[src/rtl/pc_fetch_if.sv]
// Instruction-memory fetch handshake: req/addr toward memory, ready/rdata back.
interface pc_fetch_if;
   logic        imem_req;
   logic [31:0] imem_addr;
   logic        imem_ready;
   logic [31:0] imem_rdata;

   modport master (output imem_req, output imem_addr, input imem_ready, input imem_rdata);
   modport slave  (input imem_req, input imem_addr, output imem_ready, output imem_rdata);
endinterface

[src/rtl/pc_fetch.sv]
// PC register and fetch stage with a registered IF/ID output and one-entry skid buffer.
// Optional FETCH_STAT_EN adds fetch_count / stall_cycles statistics outputs.
module pc_fetch #(
   parameter logic [31:0] RESET_PC  = 32'h0000_0000,
   parameter logic [31:0] NOP_INSTR = 32'h0000_0000
) (
   input  logic              clk,
   input  logic              rst_n,
   input  logic [31:0]       PC_next,
   input  logic              stall,
   input  logic              flush,
   pc_fetch_if.master        imem,
   output logic [31:0]       PC,
   output logic [31:0]       PC_plus4,
   output logic [31:0]       instr_out,
   output logic [31:0]       instr_pc,
   output logic              instr_valid
`ifdef FETCH_STAT_EN
   ,
   output logic [31:0]       fetch_count,
   output logic [31:0]       stall_cycles
`endif
);

   typedef enum logic [1:0] {S_BOOT, S_FETCH, S_HOLD} state_t;

   state_t      state, state_nx;
   logic [31:0] pc_nx, out_nx, ipc_nx;
   logic        valid_nx;
   logic [31:0] skid_data, skid_pc, skid_data_nx, skid_pc_nx;
   logic        skid_full, skid_full_nx;
   logic        load_valid;
   logic [31:0] pc_next_al;

   assign pc_next_al     = {PC_next[31:2], 2'b00};
   assign PC_plus4       = PC + 32'd4;
   assign imem.imem_addr = PC;
   assign imem.imem_req  = (state == S_FETCH);

   always_comb begin
      state_nx     = state;
      pc_nx        = PC;
      out_nx       = instr_out;
      ipc_nx       = instr_pc;
      valid_nx     = instr_valid;
      skid_data_nx = skid_data;
      skid_pc_nx   = skid_pc;
      skid_full_nx = skid_full;
      load_valid   = 1'b0;

      // Redirect wins over stall and any same-cycle response, except while booting.
      if (flush && state != S_BOOT) begin
         valid_nx     = 1'b0;
         out_nx       = NOP_INSTR;
         skid_full_nx = 1'b0;
         pc_nx        = pc_next_al;
         state_nx     = S_FETCH;
      end else begin
         case (state)
            S_BOOT: state_nx = S_FETCH;
            S_FETCH: begin
               if (!stall && imem.imem_ready) begin
                  out_nx     = imem.imem_rdata;
                  ipc_nx     = PC;
                  valid_nx   = 1'b1;
                  load_valid = 1'b1;
                  pc_nx      = pc_next_al;
               end else if (!stall) begin
                  valid_nx = 1'b0;
                  out_nx   = NOP_INSTR;
               end else if (imem.imem_ready) begin
                  skid_data_nx = imem.imem_rdata;
                  skid_pc_nx   = PC;
                  skid_full_nx = 1'b1;
                  state_nx     = S_HOLD;
               end
            end
            S_HOLD: begin
               if (!stall) begin
                  out_nx       = skid_data;
                  ipc_nx       = skid_pc;
                  valid_nx     = 1'b1;
                  load_valid   = 1'b1;
                  pc_nx        = pc_next_al;
                  skid_full_nx = 1'b0;
                  state_nx     = S_FETCH;
               end
            end
            default: state_nx = S_BOOT;
         endcase
      end
   end

   always_ff @(posedge clk or negedge rst_n) begin
      if (!rst_n) begin
         state       <= S_BOOT;
         PC          <= {RESET_PC[31:2], 2'b00};
         instr_out   <= NOP_INSTR;
         instr_pc    <= '0;
         instr_valid <= 1'b0;
         skid_data   <= '0;
         skid_pc     <= '0;
         skid_full   <= 1'b0;
      end else begin
         state       <= state_nx;
         PC          <= pc_nx;
         instr_out   <= out_nx;
         instr_pc    <= ipc_nx;
         instr_valid <= valid_nx;
         skid_data   <= skid_data_nx;
         skid_pc     <= skid_pc_nx;
         skid_full   <= skid_full_nx;
      end
   end

`ifdef FETCH_STAT_EN
   always_ff @(posedge clk or negedge rst_n) begin
      if (!rst_n) begin
         fetch_count  <= '0;
         stall_cycles <= '0;
      end else begin
         if (load_valid)
            fetch_count <= fetch_count + 32'd1;
         if (stall && state != S_BOOT)
            stall_cycles <= stall_cycles + 32'd1;
      end
   end
`endif

endmodule

[src/flat_wrapper.sv]
// flat-port wrapper written by rule: the top's interface ports become plain ports
module pc_fetch_flat 
#(
   parameter logic [31:0] RESET_PC  = 32'h0000_0000,
   parameter logic [31:0] NOP_INSTR = 32'h0000_0000
)
  (clk, rst_n, PC_next, stall, flush, PC, PC_plus4, instr_out, instr_pc, instr_valid, imem_imem_req, imem_imem_addr, imem_imem_ready, imem_imem_rdata);
  pc_fetch_if imem_i ();
  input  logic clk;
  input  logic rst_n;
  input  logic [31:0] PC_next;
  input  logic stall;
  input  logic flush;
  output logic [31:0] PC;
  output logic [31:0] PC_plus4;
  output logic [31:0] instr_out;
  output logic [31:0] instr_pc;
  output logic instr_valid;
  output wire logic [$bits(imem_i.imem_req)-1:0] imem_imem_req;
  output wire logic [$bits(imem_i.imem_addr)-1:0] imem_imem_addr;
  input wire logic [$bits(imem_i.imem_ready)-1:0] imem_imem_ready;
  input wire logic [$bits(imem_i.imem_rdata)-1:0] imem_imem_rdata;
  assign imem_imem_req = imem_i.imem_req;
  assign imem_imem_addr = imem_i.imem_addr;
  assign imem_i.imem_ready = imem_imem_ready;
  assign imem_i.imem_rdata = imem_imem_rdata;
  pc_fetch #(.RESET_PC(RESET_PC), .NOP_INSTR(NOP_INSTR)) u_core (.clk(clk), .rst_n(rst_n), .PC_next(PC_next), .stall(stall), .flush(flush), .imem(imem_i), .PC(PC), .PC_plus4(PC_plus4), .instr_out(instr_out), .instr_pc(instr_pc), .instr_valid(instr_valid));
endmodule
[config.mk]
export PLATFORM = sky130hd
export DESIGN_NAME = pc_fetch_flat
export DESIGN_NICKNAME = d
export VERILOG_FILES = /design/src/rtl/pc_fetch_if.sv /design/src/rtl/pc_fetch.sv /design/src/flat_wrapper.sv
export SDC_FILE = /design/constraint.sdc
export NUM_CORES = 1
export LEC_CHECK = 0
export CAP_MARGIN = 20
export CORE_MARGIN = 3
export CORE_UTILIZATION = 53
export CTS_BUF_LIST = sky130_fd_sc_hd__clkbuf_4
export CTS_CLUSTER_DIAMETER = 60
export DETAILED_ROUTE_END_ITERATION = 12
export PLACE_DENSITY = 0.88
export SETUP_SLACK_MARGIN = 0.05
export SLEW_MARGIN = 20
export SYNTH_ARGS = -nofsm -noshare
export SYNTH_HDL_FRONTEND = slang
export SYNTH_SLANG_ARGS = --single-unit
export TNS_END_PERCENT = 10
[constraint.sdc]
create_clock -name clk -period 3.9 [get_ports clk]
set_input_delay 1.17 -clock clk [delete_from_list [all_inputs] [get_ports clk]]
set_output_delay 1.17 -clock clk [all_outputs]
set_load 0.02 [all_outputs]
Yosys cells after proc, flatten, opt, wreduce, memory -nomap -nowiden. Index checks and enable logic that the tools add are counted.

Bits in registers: 163.

Add/sub/neg operators: 1. Eq/ne operators: 10. Multiplexer cells: 23. Bitwise logic cells: 2. Reduce and logical (&&, ||, !) cells: 12.

Operator list (number): $mux 32 (9); $pmux 32 s2 (3); $add 32x3->32 const B (1); $mux 2 (5); $ne 3x2->1 const B (3); $reduce_and 4->1 (2); $ne 3x1->1 const B (2); $pmux 2 s3 (1); $reduce_and 3->1 (2); $reduce_and 5->1 (1); $mux 1 (4); $ne 4x2->1 const B (1); $reduce_bool 2->1 (2); $reduce_bool 3->1 (1); $eq 2x1->1 const B (1); $eq 2x2->1 const B (1); $logic_and 1x1->1 (2); $logic_not 2->1 (1); $ne 2x1->1 const B (1); $ne 2x2->1 const B (1); $not 1->1 (2); $pmux 1 s2 (1); $logic_not 1->1 (1).

Depth between registers and ports, before layout.
Word-level depth: 5. Mapped depth: 7. Mapped depth without buffers: 5.

Worst setup path after synthesis. No wires, ideal clock.

Kind: register to output. Start: register u_core.PC[3]. End: output port PC_plus4[26]. Arrival time: 1805 ps. Setup slack: 925 ps. Stages on the path, launching flop included: 6. Path buffers: 0. Path through: dfrtp_1 > ha_1 > nand3_1 > nor3_1 > nand4_1 > xnor2_1.

Word-level cells in the longest chain between the ends: 1.

RTL lines: start: declaration (RTL line pc_fetch.sv:13) `output logic [31:0] PC,`; start signal: assignment (RTL line pc_fetch.sv:97) `PC <= {RESET_PC[31:2], 2'b00};`; start signal: assignment (RTL line pc_fetch.sv:106) `PC <= pc_nx;`; $add 32x3->32 (RTL line pc_fetch.sv:36) `assign PC_plus4 = PC + 32'd4;`; end: declaration (RTL line flat_wrapper.sv:15) `output logic [31:0] PC_plus4;`.

Every way passes these cells.

Final worst setup path.
Start: register u_core.PC[2]. End: output port PC_plus4[10].

Same word-level chain as after synthesis.

==> impl_metrics.py <==
metrics = {
    "run_status": {
        "status": "completed",
    },
    "timing": {
        "maxSlewViolCount": 0,
        "fmax_mhz": 271,
        "setup_viol": 0,
        "final.setup.worst_slack_ns": 0.207,
        "skew_ns": 0.0165,
        "relSlewSlack": 0.568,
        "tightest_slew_ns": 0.648,
        "grt_setup_unrepaired": "true",
        "hold_viol": 0,
        "finalCriticalPeriod_ns": 3.69,
        "finalCritPeriodShare": 0.947,
        "hold_ws_ns": 0.489,
    },
    "yosys": {
        "yosys.cell_types.count": 41,
        "yosys-top-cells-area": "dfrtp_1, mux2_4, mux2_2",
        "synth.most_common_cell": "dfrtp_1",
        "synth_commonest_cells": "dfrtp_1, nand2_1, mux2_4",
        "yosys_warnings": 0,
        "syn_area_um2": 7870,
        "avgSynthCellArea_um2": 12.0,
        "seq_area_frac_synth": 0.499,
        "ys_async_sr_fraction": 1.00,
        "yosysTopAreaCell": "dfrtp_1",
        "synth-seq-cells": 157,
        "synth_cells": 657,
        "synthFlopType": "dfrtp_1",
        "yosysTopAreaCellShare": 0.499,
        "synth_edf_count": 0,
    },
    "worst_setup_path": {
        "worstSetupPathType": "register to output pin",
        "critPathMaxStageDelay_ns": 0.63,
        "crit_slowest_cell": "clkdlybuf4s50_1",
        "reg2reg_from": "u_core.state[0]$_DFFE_PN0P_",
        "path_max_fanout": 8,
        "worst-endpoint-required_ns": 2.73,
        "startpoint_type": "register",
        "regToRegSetupSlack_ns": 1.66,
        "path_cells": "ha_1 > nand3_2 > nor2_1 > xor2_1 > clkdlybuf4s50_1",
        "reg2regPathDepth": 4,
        "arrival_ns": 2.52,
        "worstReg2RegEnd": "u_core.skid_data[0]$_DFFE_PN0P_",
        "end_kind": "output pin",
    },
    "power": {
        "total_leakage_power_nw": 4.34,
        "p_int_w": 0.00342,
        "switching_share": 0.318,
        "ir_worst_vdd_mv": 0.297,
        "switchingPower_w": 0.00159,
        "power_w": 0.00501,
        "clkPwrFrac": 0.226,
        "p_comb_frac": 0.326,
        "p_seq_frac": 0.448,
        "power.density_nw_per_um2": 483,
    },
    "clocking": {
        "cts-buffers-inserted": 17,
        "h-tree-depth": 4,
        "clock_tree.root_cell": "clkbuf_4",
        "ctsHoldBuffers": 0,
        "cts.sinks": 157,
        "cts_tree": "done",
        "clkTransAtPathRegs_ns": 0.12,
        "clk_latency_ns": 0.57,
        "cts_max_path_buffers": 2,
    },
    "placement": {
        "dp_hpwl_um": 13400,
        "io_buffers": 220,
        "placed_area_um2": 9930,
        "place_inst": 994,
        "gp_congestion": 0.816,
        "pre_cts_ws_ns": 0.291,
    },
    "grt": {
        "grt_pass1_vias": 5973,
        "grt_max_degree": 66,
        "grtUsageMet3": 0.0725,
        "antenna_found_initial": 0,
        "grt_overflow": 0,
        "use_met1": 0.332,
        "busiest_layer": "met2",
        "grt_pass1_wl_um": 31800,
        "use_met2": 0.379,
        "grtUsageTotal": 0.244,
    },
    "detailed_routing": {
        "via_per_inst": 5.66,
        "wirelength_um": 19800,
        "wl_per_cell_um": 19.2,
        "dr.pass1.iters": 5,
        "route.detailed.drc": 0,
        "drtIter0Drc": 463,
        "routed-via-count": 5832,
        "ant_nets": 0,
    },
    "die": {
        "start_util": 0.554,
        "die_h_um": 128,
        "die_area_um2": 16300,
        "ios": 231,
        "core_um2": 14200,
        "num_rows": 43,
        "die_w_um": 128,
    },
    "hold_path": {
        "min_delay_path_depth": 2,
        "hold_path.class": "register to register",
        "whs_endpoint": "u_core.instr_pc[29]$_DFFE_PN0P_",
        "worstHoldStart": "u_core.instr_pc[29]$_DFFE_PN0P_",
    },
    "final_layout": {
        "nFillCells": 931,
        "fin_cells": 1030,
        "area_growth_syn_to_layout_pct": 31.7,
        "drive_above_1_share": 0.204,
        "diodes": 0,
        "fin_nets": 909,
        "design_area_um2": 10400,
    },
    "run": {
        "cap_viol_max_count": 0,
    },
}
flip-flops by register name, summed over array words and instances, names as in the netlist:
signal,flops
u_core.skid_pc,30
u_core.PC,30
u_core.skid_data,32
u_core.instr_valid,1
u_core.instr_pc,30
u_core.instr_out,32
u_core.state,2
placed cells by master (no fill, tap or decap), drive strengths merged, types with 14 or more instances in the layout:
cell type,instances
xnor2,21
dfrtp,157
a2bb2oi,32
dlygate4sd2,14
mux2,92
clkdlybuf4s50,201
a22oi,33
clkbuf,20
nand2,71
o21ai,63
buf,24
mux2i,28
worst max path at each step:
stage                             startpoint           end  slack (ns)
floorplan           u_core.PC[3]$_DFFE_PN0P_  PC_plus4[26]        0.92
global placement    u_core.PC[2]$_DFFE_PN0P_  PC_plus4[28]        0.30
detailed placement  u_core.PC[2]$_DFFE_PN0P_  PC_plus4[28]        0.29
CTS                 u_core.PC[4]$_DFFE_PN0P_  PC_plus4[23]       -0.04
global route        u_core.PC[2]$_DFFE_PN0P_  PC_plus4[10]        0.05
finish              u_core.PC[2]$_DFFE_PN0P_  PC_plus4[10]        0.21
metal layers:
metal | vias up | share of wire
li1 | 2657 | -
met1 | 2896 | 0.43
met2 | 251 | 0.47
met3 | 28 | 0.083
met4 | 0 | 0.015
met5 | - | 0
power by group through the flow:
stage          Sequential (W)  Combinational, W  Clock (W)
2_1_floorplan         0.00236          0.000814          0
3_3_place_gp          0.00224           0.00160          0
3_5_place_dp          0.00226           0.00163          0
4_1_cts               0.00224           0.00163    0.00115
5_1_grt               0.00229           0.00173    0.00123
6_report              0.00225           0.00163    0.00113
worst max-delay path: cells and delay by family, from the launching register on:
| kind | cells | cell delay, ns |
|---|---|---|
| buffers and inverters | 1 | 0.63 |
| xor gates and xnor gates | 1 | 0.17 |
| and+or+nand+nor | 2 | 0.45 |
| DFF | 1 | 0.48 |
| adders and majority gates | 1 | 0.23 |
per-stage QoR:
stage           util  TNS (ns)
3_5_place_dp   0.699         0
2_1_floorplan      -         0
6_report       0.730         0
3_3_place_gp   0.699         0
4_1_cts        0.724   -0.0448
5_1_grt        0.730         0
cells by family (layout without fill, tap and decap cells):
kind of cell	after synthesis	after routing	synth area share
XOR/XNOR	28	28	0.0312
adder cells (fa/ha/maj)	1	1	0.00159
other	1	8	0.000476
flip-flops	157	157	0.499
buffers and inverters	90	276	0.0803
AND/OR/NAND/NOR	125	125	0.0788
AO/OA/AOI/OAI	135	135	0.113
multiplexers	120	120	0.196
area by class of cell:
class                      count  area (µm²)  area share
inverter                       3        11.3     0.00109
clock buffer                  20         150      0.0145
tap                          180         225      0.0217
multi-input combinational    417        3420       0.330
timing repair buffer         243        2440       0.235
sequential                   157        3950       0.381
clock inverter                10         171      0.0165
repair_timing:
item	CTS	global route
gates cloned	0	0
setup endpoints to repair	22	10
pin swaps	2	1
setup buffers	1	4
resized for setup	31	8
(Power assumes the default switching activity.)
